**src/rtl/img_pkg.sv**
```systemverilog
// Shared types and pixel helpers for the frame-buffer reader pipeline.
package img_pkg;

  localparam int unsigned IMG_W_DEF = 320;
  localparam int unsigned IMG_H_DEF = 240;

  typedef struct packed {
    logic [3:0] r;
    logic [3:0] g;
    logic [3:0] b;
  } rgb444_t;

  // Keep the top bits of each RGB565 channel (green drops its LSB and MSB-aligned 4 bits).
  function automatic rgb444_t rgb565_to_444(input logic [15:0] d);
    rgb444_t c;
    c.r = d[15:12];
    c.g = d[10:7];
    c.b = d[4:1];
    return c;
  endfunction

  // (2R + 5G + B) >> 3 using shifts only; the sum peaks at 120, so 7 bits suffice.
  function automatic logic [3:0] rgb_to_gray(input rgb444_t c);
    logic [6:0] sum;
    sum = {2'b00, c.r, 1'b0} + {1'b0, c.g, 2'b00} + {3'b000, c.g} + {3'b000, c.b};
    return 4'(sum >> 3);
  endfunction

endpackage

```
**src/rtl/delay_line.sv**
```systemverilog
// Parametrised shift register, cleared on reset; aligns sync/DE/window flags with pixel data.
module delay_line #(
  parameter int unsigned WIDTH = 1,
  parameter int unsigned DEPTH = 1
) (
  input  logic             clk,
  input  logic             rst_n,
  input  logic [WIDTH-1:0] d_i,
  output logic [WIDTH-1:0] q_o
);

  logic [WIDTH-1:0] sr_q [DEPTH];

  always_ff @(posedge clk or negedge rst_n) begin
    if (!rst_n) begin
      for (int i = 0; i < int'(DEPTH); i++) sr_q[i] <= '0;
    end else begin
      sr_q[0] <= d_i;
      for (int i = 1; i < int'(DEPTH); i++) sr_q[i] <= sr_q[i-1];
    end
  end

  assign q_o = sr_q[DEPTH-1];

endmodule

```
**src/rtl/img_mem_reader_pipe.sv**
```systemverilog
// Pipelined frame-buffer reader: VGA timing -> BRAM address -> registered RGB444.
// Optional grayscale output stage enabled by defining IMG_MEM_READER_GRAY_EN.
module img_mem_reader_pipe
  import img_pkg::*;
#(
  parameter int unsigned IMG_W   = IMG_W_DEF,
  parameter int unsigned IMG_H   = IMG_H_DEF,
  parameter int unsigned MEM_LAT = 1,
  parameter int unsigned ADDR_W  = $clog2(IMG_W * IMG_H)
) (
  input  logic              clk,
  input  logic              rst_n,
  input  logic              de,
  input  logic [9:0]        x,
  input  logic [9:0]        y,
  input  logic              h_sync,
  input  logic              v_sync,
  input  logic              scale_2x,
`ifdef IMG_MEM_READER_GRAY_EN
  input  logic              gray_en,
`endif
  input  logic [15:0]       mem_data,
  output logic [ADDR_W-1:0] mem_addr,
  output logic              mem_rd_en,
  output logic [3:0]        r_port,
  output logic [3:0]        g_port,
  output logic [3:0]        b_port,
  output logic              de_out,
  output logic              h_sync_out,
  output logic              v_sync_out
);

  // row_base reaches IMG_W*IMG_H after the last window line, so give it one spare bit.
  localparam int unsigned RB_W = ADDR_W + 1;
`ifdef IMG_MEM_READER_GRAY_EN
  localparam int unsigned OUT_LAT = MEM_LAT + 3;
`else
  localparam int unsigned OUT_LAT = MEM_LAT + 2;
`endif

  logic              mode_q, mode_d;
  logic [RB_W-1:0]   row_base_q, row_base_d;
  logic              line_phase_q, line_phase_d;
  logic              de_prev_q;
  logic [9:0]        y_prev_q;
  logic [ADDR_W-1:0] mem_addr_q, mem_addr_d;
  logic              rd_en_q;
  logic              win_dly;
  rgb444_t           rgb_q, rgb_d;

  logic              frame_start;
  logic              line_end;
  logic              mode_eff;
  logic [RB_W-1:0]   row_eff;
  logic [9:0]        x_src;
  logic              in_win;

`ifdef IMG_MEM_READER_GRAY_EN
  logic              gray_q, gray_d;
  rgb444_t           out_q, out_d;
`endif

  // Frame/line tracking, window test and address generation.
  always_comb begin
    mode_d       = mode_q;
    row_base_d   = row_base_q;
    line_phase_d = line_phase_q;
`ifdef IMG_MEM_READER_GRAY_EN
    gray_d       = gray_q;
`endif

    frame_start = de && !de_prev_q && (y == 10'd0);
    line_end    = !de && de_prev_q && (32'(y_prev_q) < (IMG_H << mode_q));

    // The frame-start cycle already addresses with the newly latched mode and a zero row.
    mode_eff = frame_start ? scale_2x : mode_q;
    row_eff  = frame_start ? '0 : row_base_q;
    x_src    = mode_eff ? (x >> 1) : x;
    in_win   = de && (32'(x) < (IMG_W << mode_eff)) && (32'(y) < (IMG_H << mode_eff));

    mem_addr_d = in_win ? ADDR_W'(row_eff + RB_W'(x_src)) : mem_addr_q;

    if (frame_start) begin
      mode_d       = scale_2x;
      row_base_d   = '0;
      line_phase_d = 1'b0;
`ifdef IMG_MEM_READER_GRAY_EN
      gray_d       = gray_en;
`endif
    end else if (line_end) begin
      if (!mode_q) begin
        row_base_d = row_base_q + RB_W'(IMG_W);
      end else begin
        line_phase_d = !line_phase_q;
        if (line_phase_q) row_base_d = row_base_q + RB_W'(IMG_W);
      end
    end
  end

  always_ff @(posedge clk or negedge rst_n) begin
    if (!rst_n) begin
      mode_q       <= 1'b0;
      row_base_q   <= '0;
      line_phase_q <= 1'b0;
      de_prev_q    <= 1'b0;
      y_prev_q     <= '0;
      mem_addr_q   <= '0;
      rd_en_q      <= 1'b0;
    end else begin
      mode_q       <= mode_d;
      row_base_q   <= row_base_d;
      line_phase_q <= line_phase_d;
      de_prev_q    <= de;
      y_prev_q     <= y;
      mem_addr_q   <= mem_addr_d;
      rd_en_q      <= in_win;
    end
  end

  // Window flag follows the read through the memory latency.
  delay_line #(
    .WIDTH(1),
    .DEPTH(MEM_LAT)
  ) u_win_dly (
    .clk  (clk),
    .rst_n(rst_n),
    .d_i  (rd_en_q),
    .q_o  (win_dly)
  );

  delay_line #(
    .WIDTH(3),
    .DEPTH(OUT_LAT)
  ) u_sync_dly (
    .clk  (clk),
    .rst_n(rst_n),
    .d_i  ({de, h_sync, v_sync}),
    .q_o  ({de_out, h_sync_out, v_sync_out})
  );

  // Pixel stage: blank outside the window.
  always_comb begin
    rgb_d = '0;
    if (win_dly) rgb_d = rgb565_to_444(mem_data);
  end

  always_ff @(posedge clk or negedge rst_n) begin
    if (!rst_n) rgb_q <= '0;
    else        rgb_q <= rgb_d;
  end

`ifdef IMG_MEM_READER_GRAY_EN
  always_comb begin
    out_d = rgb_q;
    if (gray_q) begin
      out_d.r = rgb_to_gray(rgb_q);
      out_d.g = out_d.r;
      out_d.b = out_d.r;
    end
  end

  always_ff @(posedge clk or negedge rst_n) begin
    if (!rst_n) begin
      gray_q <= 1'b0;
      out_q  <= '0;
    end else begin
      gray_q <= gray_d;
      out_q  <= out_d;
    end
  end

  assign r_port = out_q.r;
  assign g_port = out_q.g;
  assign b_port = out_q.b;
`else
  assign r_port = rgb_q.r;
  assign g_port = rgb_q.g;
  assign b_port = rgb_q.b;
`endif

  assign mem_addr  = mem_addr_q;
  assign mem_rd_en = rd_en_q;

endmodule

```
**config.mk**
```make
export PLATFORM = sky130hd
export DESIGN_NAME = img_mem_reader_pipe
export DESIGN_NICKNAME = d
export VERILOG_FILES = /design/src/rtl/img_pkg.sv /design/src/rtl/delay_line.sv /design/src/rtl/img_mem_reader_pipe.sv
export SDC_FILE = /design/constraint.sdc
export NUM_CORES = 1
export LEC_CHECK = 0
export BUFFER_PORTS_ARGS = -buffer_cell sky130_fd_sc_hd__buf_4
export CAP_MARGIN = 20
export CORE_AREA = 2 2 59 102
export CTS_CLUSTER_DIAMETER = 40
export CTS_CLUSTER_SIZE = 28
export DETAILED_ROUTE_END_ITERATION = 10
export DIE_AREA = 0 0 61 104
export GPL_TIMING_DRIVEN = 0
export PLACE_DENSITY_LB_ADDON = 0.1
export SLEW_MARGIN = 20
export SYNTH_ARGS = -nofsm -noshare
export SYNTH_HDL_FRONTEND = slang
export SYNTH_HIERARCHICAL = 1
export SYNTH_SLANG_ARGS = --single-unit
```
**constraint.sdc**
```tcl
create_clock -name clk -period 6.7 [get_ports clk]
set_input_delay 0.335 -clock clk [delete_from_list [all_inputs] [get_ports clk]]
set_output_delay 0.335 -clock clk [all_outputs]
set_load 0.005 [all_outputs]
```
After elaboration in Yosys (flattened, before gate mapping)
Cells that the tools add are included.
{"block": "totals", "register_bits": 71, "out_inout_bits": 33, "wordCells": 48}
{"block": "op_classes", "n_addsub": 2, "eq_ne": 1, "reduce_logical": 14, "order_cmp": 3, "mux": 11, "shift": 3}
{"operator": "< comparator 10 x 32 -> 1 bit", "n": 3}
{"operator": "two-way mux 18 bit", "n": 4}
{"operator": "<< shifter 8 x 1 -> 32 bit, first input constant", "n": 2}
{"operator": "<< shifter 9 x 1 -> 32 bit, first input constant", "n": 1}
{"operator": "adder 18 x 9 -> 18 bit, second input constant", "n": 1}
{"operator": "adder 17 x 10 -> 17 bit", "n": 1}
{"operator": "two-way mux 17 bit", "n": 1}
{"operator": "two-way mux 12 bit", "n": 1}
{"operator": "zero test 10 bit", "n": 1}
{"operator": "two-way mux 10 bit", "n": 1}
{"operator": "logical AND 1 bit", "n": 6}
{"operator": "two-way mux 1 bit", "n": 4}
{"operator": "AND reduction 2 bit", "n": 2}
{"operator": "nonzero test 2 bit", "n": 2}
{"operator": "zero test 1 bit", "n": 3}
{"operator": "inequality test 3 x 1 -> 1 bit, second input constant", "n": 1}

Depth between registers and ports, before layout
{"block": "logic_depth", "depth_word": 8, "depth_mapped": 16}

Modules after synthesis
Netlist, hierarchy kept.
{"mod": "img_mem_reader_pipe", "cells_each": 265, "instances": 1, "area_each_um2": 2767.7}
{"mod": "delay_line (u_sync_dly)", "cells_each": 12, "instances": 1, "area_each_um2": 247.7}
{"mod": "delay_line (u_win_dly)", "cells_each": 1, "instances": 1, "area_each_um2": 25.0}

Least setup slack after synthesis
Ideal clock, no wire load.
{"block": "synth_path", "path_type": "input-to-reg", "startpoint": "input y[6]", "endpoint": "register mem_addr_q[13], in the netlist mem_addr[13]", "cell_stages": 15, "setup_ps": 125, "setup_slack_ps": 3117, "required_ps": 6575, "n_path_buf": 2, "arrival_ps": 3458, "path_cell_list": "nor4_1 and4_1 buf_4 mux2i_2 buf_2 clkinv_1 nand2_1 nand2_1 ha_1 o21a_1 o211ai_1 o221ai_1 or3b_2 xor2_1 mux2_4"}
{"block": "synth_via", "elab_chain_len": 7}
{"item": "start: declaration", "line": "img_mem_reader_pipe.sv:15", "source": "input logic [9:0] y,"}
{"item": "zero test 10 bit", "line": "img_mem_reader_pipe.sv:72", "source": "frame_start = de && !de_prev_q && (y == 10'd0);"}
{"item": "logical AND 1 bit", "line": "img_mem_reader_pipe.sv:72"}
{"item": "two-way mux 1 bit"}
{"item": "<< shifter 9 x 1 -> 32 bit", "line": "img_mem_reader_pipe.sv:79", "source": "in_win = de && (32'(x) < (IMG_W << mode_eff)) && (32'(y) < (IMG_H << mode_eff));"}
{"item": "< comparator 10 x 32 -> 1 bit", "line": "img_mem_reader_pipe.sv:79"}
{"item": "logical AND 1 bit (2 in series)", "line": "img_mem_reader_pipe.sv:79"}
{"item": "end signal: assignment", "line": "img_mem_reader_pipe.sv:115", "source": "mem_addr_q <= mem_addr_d;"}
{"item": "end: declaration", "line": "img_mem_reader_pipe.sv:46", "source": "logic [ADDR_W-1:0] mem_addr_q, mem_addr_d;"}
Several ways; a longest one is shown, not always the timed one.
A chain may end at the register's enable or synchronous reset.

Worst setup path in the final report
{"block": "layout_path", "startpoint": "register de_prev_q", "endpoint": "register mem_addr_q[13], in the netlist mem_addr[13]"}
{"block": "layout_via", "elab_chain_len": 8}
{"item": "start: declaration", "line": "img_mem_reader_pipe.sv:44", "source": "logic de_prev_q;"}
{"item": "start signal: assignment", "line": "img_mem_reader_pipe.sv:105", "source": "de_prev_q <= 1'b0;"}
{"item": "start signal: assignment", "line": "img_mem_reader_pipe.sv:113", "source": "de_prev_q <= de;"}
{"item": "zero test 1 bit *", "line": "img_mem_reader_pipe.sv:72"}
{"item": "logical AND 1 bit * (2 in series)", "line": "img_mem_reader_pipe.sv:72"}
{"item": "two-way mux 1 bit"}
{"item": "<< shifter 9 x 1 -> 32 bit", "line": "img_mem_reader_pipe.sv:79"}
{"item": "< comparator 10 x 32 -> 1 bit", "line": "img_mem_reader_pipe.sv:79"}
{"item": "logical AND 1 bit (2 in series)", "line": "img_mem_reader_pipe.sv:79"}
Every way passes the cells marked *; elsewhere a longest branch is shown, timed or not.

==> flow_metrics.tcl <==
set metrics [dict create \
    skew_ns 0.00734 \
    ys_types 47 \
    crit_slowest_cell "or3b_2" \
    seq_area_frac_synth 0.494 \
    ys.flop_type "dfrtp_1" \
    nets 424 \
    syn_to_final_growth_pct 26.7 \
    r2r-start "de_prev_q" \
    tns_ns 0 \
    cts_setup_buffers 0 \
    power.total_mw 1.02 \
    first_iter_violations 97 \
    start_util 0.549 \
    outcome "completed" \
    setup_viol 0 \
    die_area_um2 6340 \
    fin_crit_ns 4.08 \
    crit_path_max_fanout 10 \
    placed_area_um2 3680 \
    clock_path_buffers 2 \
    syn_inst 278 \
    port_buffers 70 \
    grt_start_max_net_pins 61 \
    cp.arrival_ns 4.30 \
    cts.clk_slew.worst_paths_ns 0.06 \
    grt_pass1_vias 2374 \
    startpoint_type "flip-flop" \
    ant_nets 0 \
    max_cap_violations 0 \
    core.rowCount 36 \
    crit_start "de_prev_q" \
    finalWirelength_um 6020 \
    fmax_mhz 245 \
    die_w_um 61 \
    ys_ff_latch 60 \
    tightestPinTransition_ns 0.726 \
    finalNonFillerCells 445 \
    synth_area_um2 3040 \
    crit_path_end_kind "flip-flop" \
    final_max_slew_viol_count 0 \
    cp_common_cell "nand2_1" \
    core_um2 5540 \
    h-tree-depth 3 \
    dp_hpwl_um 4620 \
    yosys.area.top_type "dfrtp_1" \
    vias_per_cell 5.23 \
    postCtsHoldBufs 0 \
    ir_drop_mv 0.168 \
    antenna_found_initial 0 \
    path_class "flip-flop to flip-flop" \
    cp_slowest_stage_delay_ns 0.49 \
    grt_use_total 0.220 \
    gp_congestion 0.884 \
    report.final.hold_viol_count 0 \
    grt_first_pass_wirelength_um 10400 \
    cts_made_buffers 9 \
    yosysTopAreaCellShare 0.494 \
    antennaDiodeCount 0 \
    overflow 0 \
    power_density_nw_per_um2 264 \
    design_area_um2 3850 \
    drc_errors 0 \
    cts_tree "built" \
    drive_above_1_share 0.298 \
    post-route-period-util 0.609 \
    die_height_um 104 \
    async_flop_share 1.00 \
    synthTopCellsByArea "dfrtp_1, ha_1, nand2_1" \
    yosys_warnings 6 \
    ctsResizeCount 0 \
    syn_avg_cell_area_um2 10.9 \
    routedWlPerCell_um 13.5 \
    grt_setup_unrepaired "no" \
    pin_count 75 \
    place_inst 430 \
    root_buffer "clkbuf_8" \
    hp-class "input port to async pin" \
    clock_latency_ns 0.34 \
    slew_headroom 0.516 \
    synth-edff-count 0 \
    crit_required_ns 6.92 \
    cts_sinks 60 \
    vias 2327 \
    crit_chain "nor4_1, and4_1, buf_4, mux2i_2, buf_2, clkinv_1, nand2_1, nand2_1, ha_1, o21a_1, o211ai_1, o221ai_1, or3b_2, xor2_1, mux2_4" \
    leakage_nw 1.93 \
    dr.pass1.iters 4 \
]
area by class of cell:
class | instances | area [um2]
Buffer | 10 | 65.1
Clock buffer | 13 | 159
Clock inverter | 2 | 10.0
Fill cell | 476 | 1690
Inverter | 7 | 26.3
Multi-Input combinational cell | 207 | 1470
Sequential cell | 60 | 1500
Tap cell | 76 | 95.1
Timing Repair Buffer | 70 | 526
Yosys cell counts, types with 2 or more instances:
| library cell | count |
|---|---|
| and4_1 | 2 |
| xor2_1 | 12 |
| inv_1 | 6 |
| o21a_1 | 2 |
| buf_4 | 5 |
| nand2_1 | 37 |
| mux2_4 | 6 |
| and2_1 | 17 |
| nand4_1 | 4 |
| nor3_1 | 2 |
| nor4_1 | 6 |
| nand3_1 | 3 |
| o221ai_1 | 2 |
| ha_1 | 16 |
| dfrtp_1 | 60 |
| xnor2_1 | 12 |
| o211ai_1 | 3 |
| a211oi_1 | 3 |
| clkbuf_1 | 3 |
| o2bb2ai_1 | 3 |
| nor2b_1 | 2 |
| o21ai_0 | 9 |
| a21o_1 | 5 |
| a21oi_1 | 8 |
| nor2_1 | 19 |
| mux2_2 | 10 |
cells in the final DEF, fill, tap and decap left out, types with 4 or more instances in the layout:
master / netlist / routed
dfrtp_1: 60 / 60
inv_1: 6 / 6
a21oi_1: 8 / 8
xor2_1: 12 / 12
o21ai_0: 9 / 9
xnor2_1: 12 / 12
conb_1: 1 / 7
and2_1: 17 / 17
nor4_1: 6 / 6
a21o_1: 5 / 5
clkbuf_8: 0 / 11
nand4_1: 4 / 4
buf_4: 5 / 75
nand2_1: 37 / 37
mux2_2: 10 / 10
mux2_4: 6 / 6
nor2_1: 19 / 19
ha_1: 16 / 16
clkbuf_1: 3 / 5
path summary, 6_finish.rpt:
kind,endpoint,slack (ns),depth (start not counted)
min in group clk,u_sync_dly/sr_q[7],0.11,1
min,y_prev_q[6],0.07,1
max,mem_addr[13],2.62,15
min reg2reg,u_sync_dly/sr_q[5],0.35,0
max in group asynchronous,u_win_dly/q_o,6.15,1
max reg2reg,mem_addr[13],2.62,15
sequential cells by signal, summed over array words and instances, names as in the netlist, 3 cells and up:
| signal | count |
|---|---|
| u_sync_dly/sr_q | 6 |
| b_port | 4 |
| row_base_q | 11 |
| mem_addr | 17 |
| y_prev_q | 6 |
| u_sync_dly/q_o | 3 |
| g_port | 4 |
| r_port | 4 |
worst max-delay path: cells and delay by family, from the launching register on:
family	cells	cell delay [ns]
adders and majority gates	1	0.38
and+or+nand+nor	5	1.15
xor gates and xnor gates	1	0.15
buffers and inverters	3	0.73
AOI/OAI and AO/OA	3	0.53
DFF	1	0.39
muxes	2	0.63
power by group:
group	switching, mW	internal, mW
Sequential	0.0364	0.414
Clock	0.128	0.151
Combinational	0.130	0.157
stage by stage:
step	utilization	worst slack (ns)	hold WS, ns
6_report	0.695	2.62	0.0682
5_1_grt	0.695	2.27	0.0832
4_1_cts	0.695	2.60	0.0846
3_5_place_dp	0.665	2.50	0.337
3_3_place_gp	0.665	2.47	0.332
2_1_floorplan	-	3.12	0.0394
kinds of logic after synthesis:
kind of cell | after synthesis | synth area share
DFF | 60 | 0.494
buffers and inverters | 17 | 0.0300
xor gates and xnor gates | 24 | 0.0691
other | 1 | 0.00123
AOI/OAI and AO/OA | 43 | 0.0963
and+or+nand+nor | 98 | 0.163
muxes | 18 | 0.0745
adders and majority gates | 17 | 0.0724
metal layers:
metal  part of all wire  wire [um]  GRT usage
met5                  0          0          0
met4              0.027        163     0.0947
met2               0.56       3390      0.388
met1               0.36       2190      0.231
met3              0.044        266     0.0622
(Power assumes the default switching activity.)
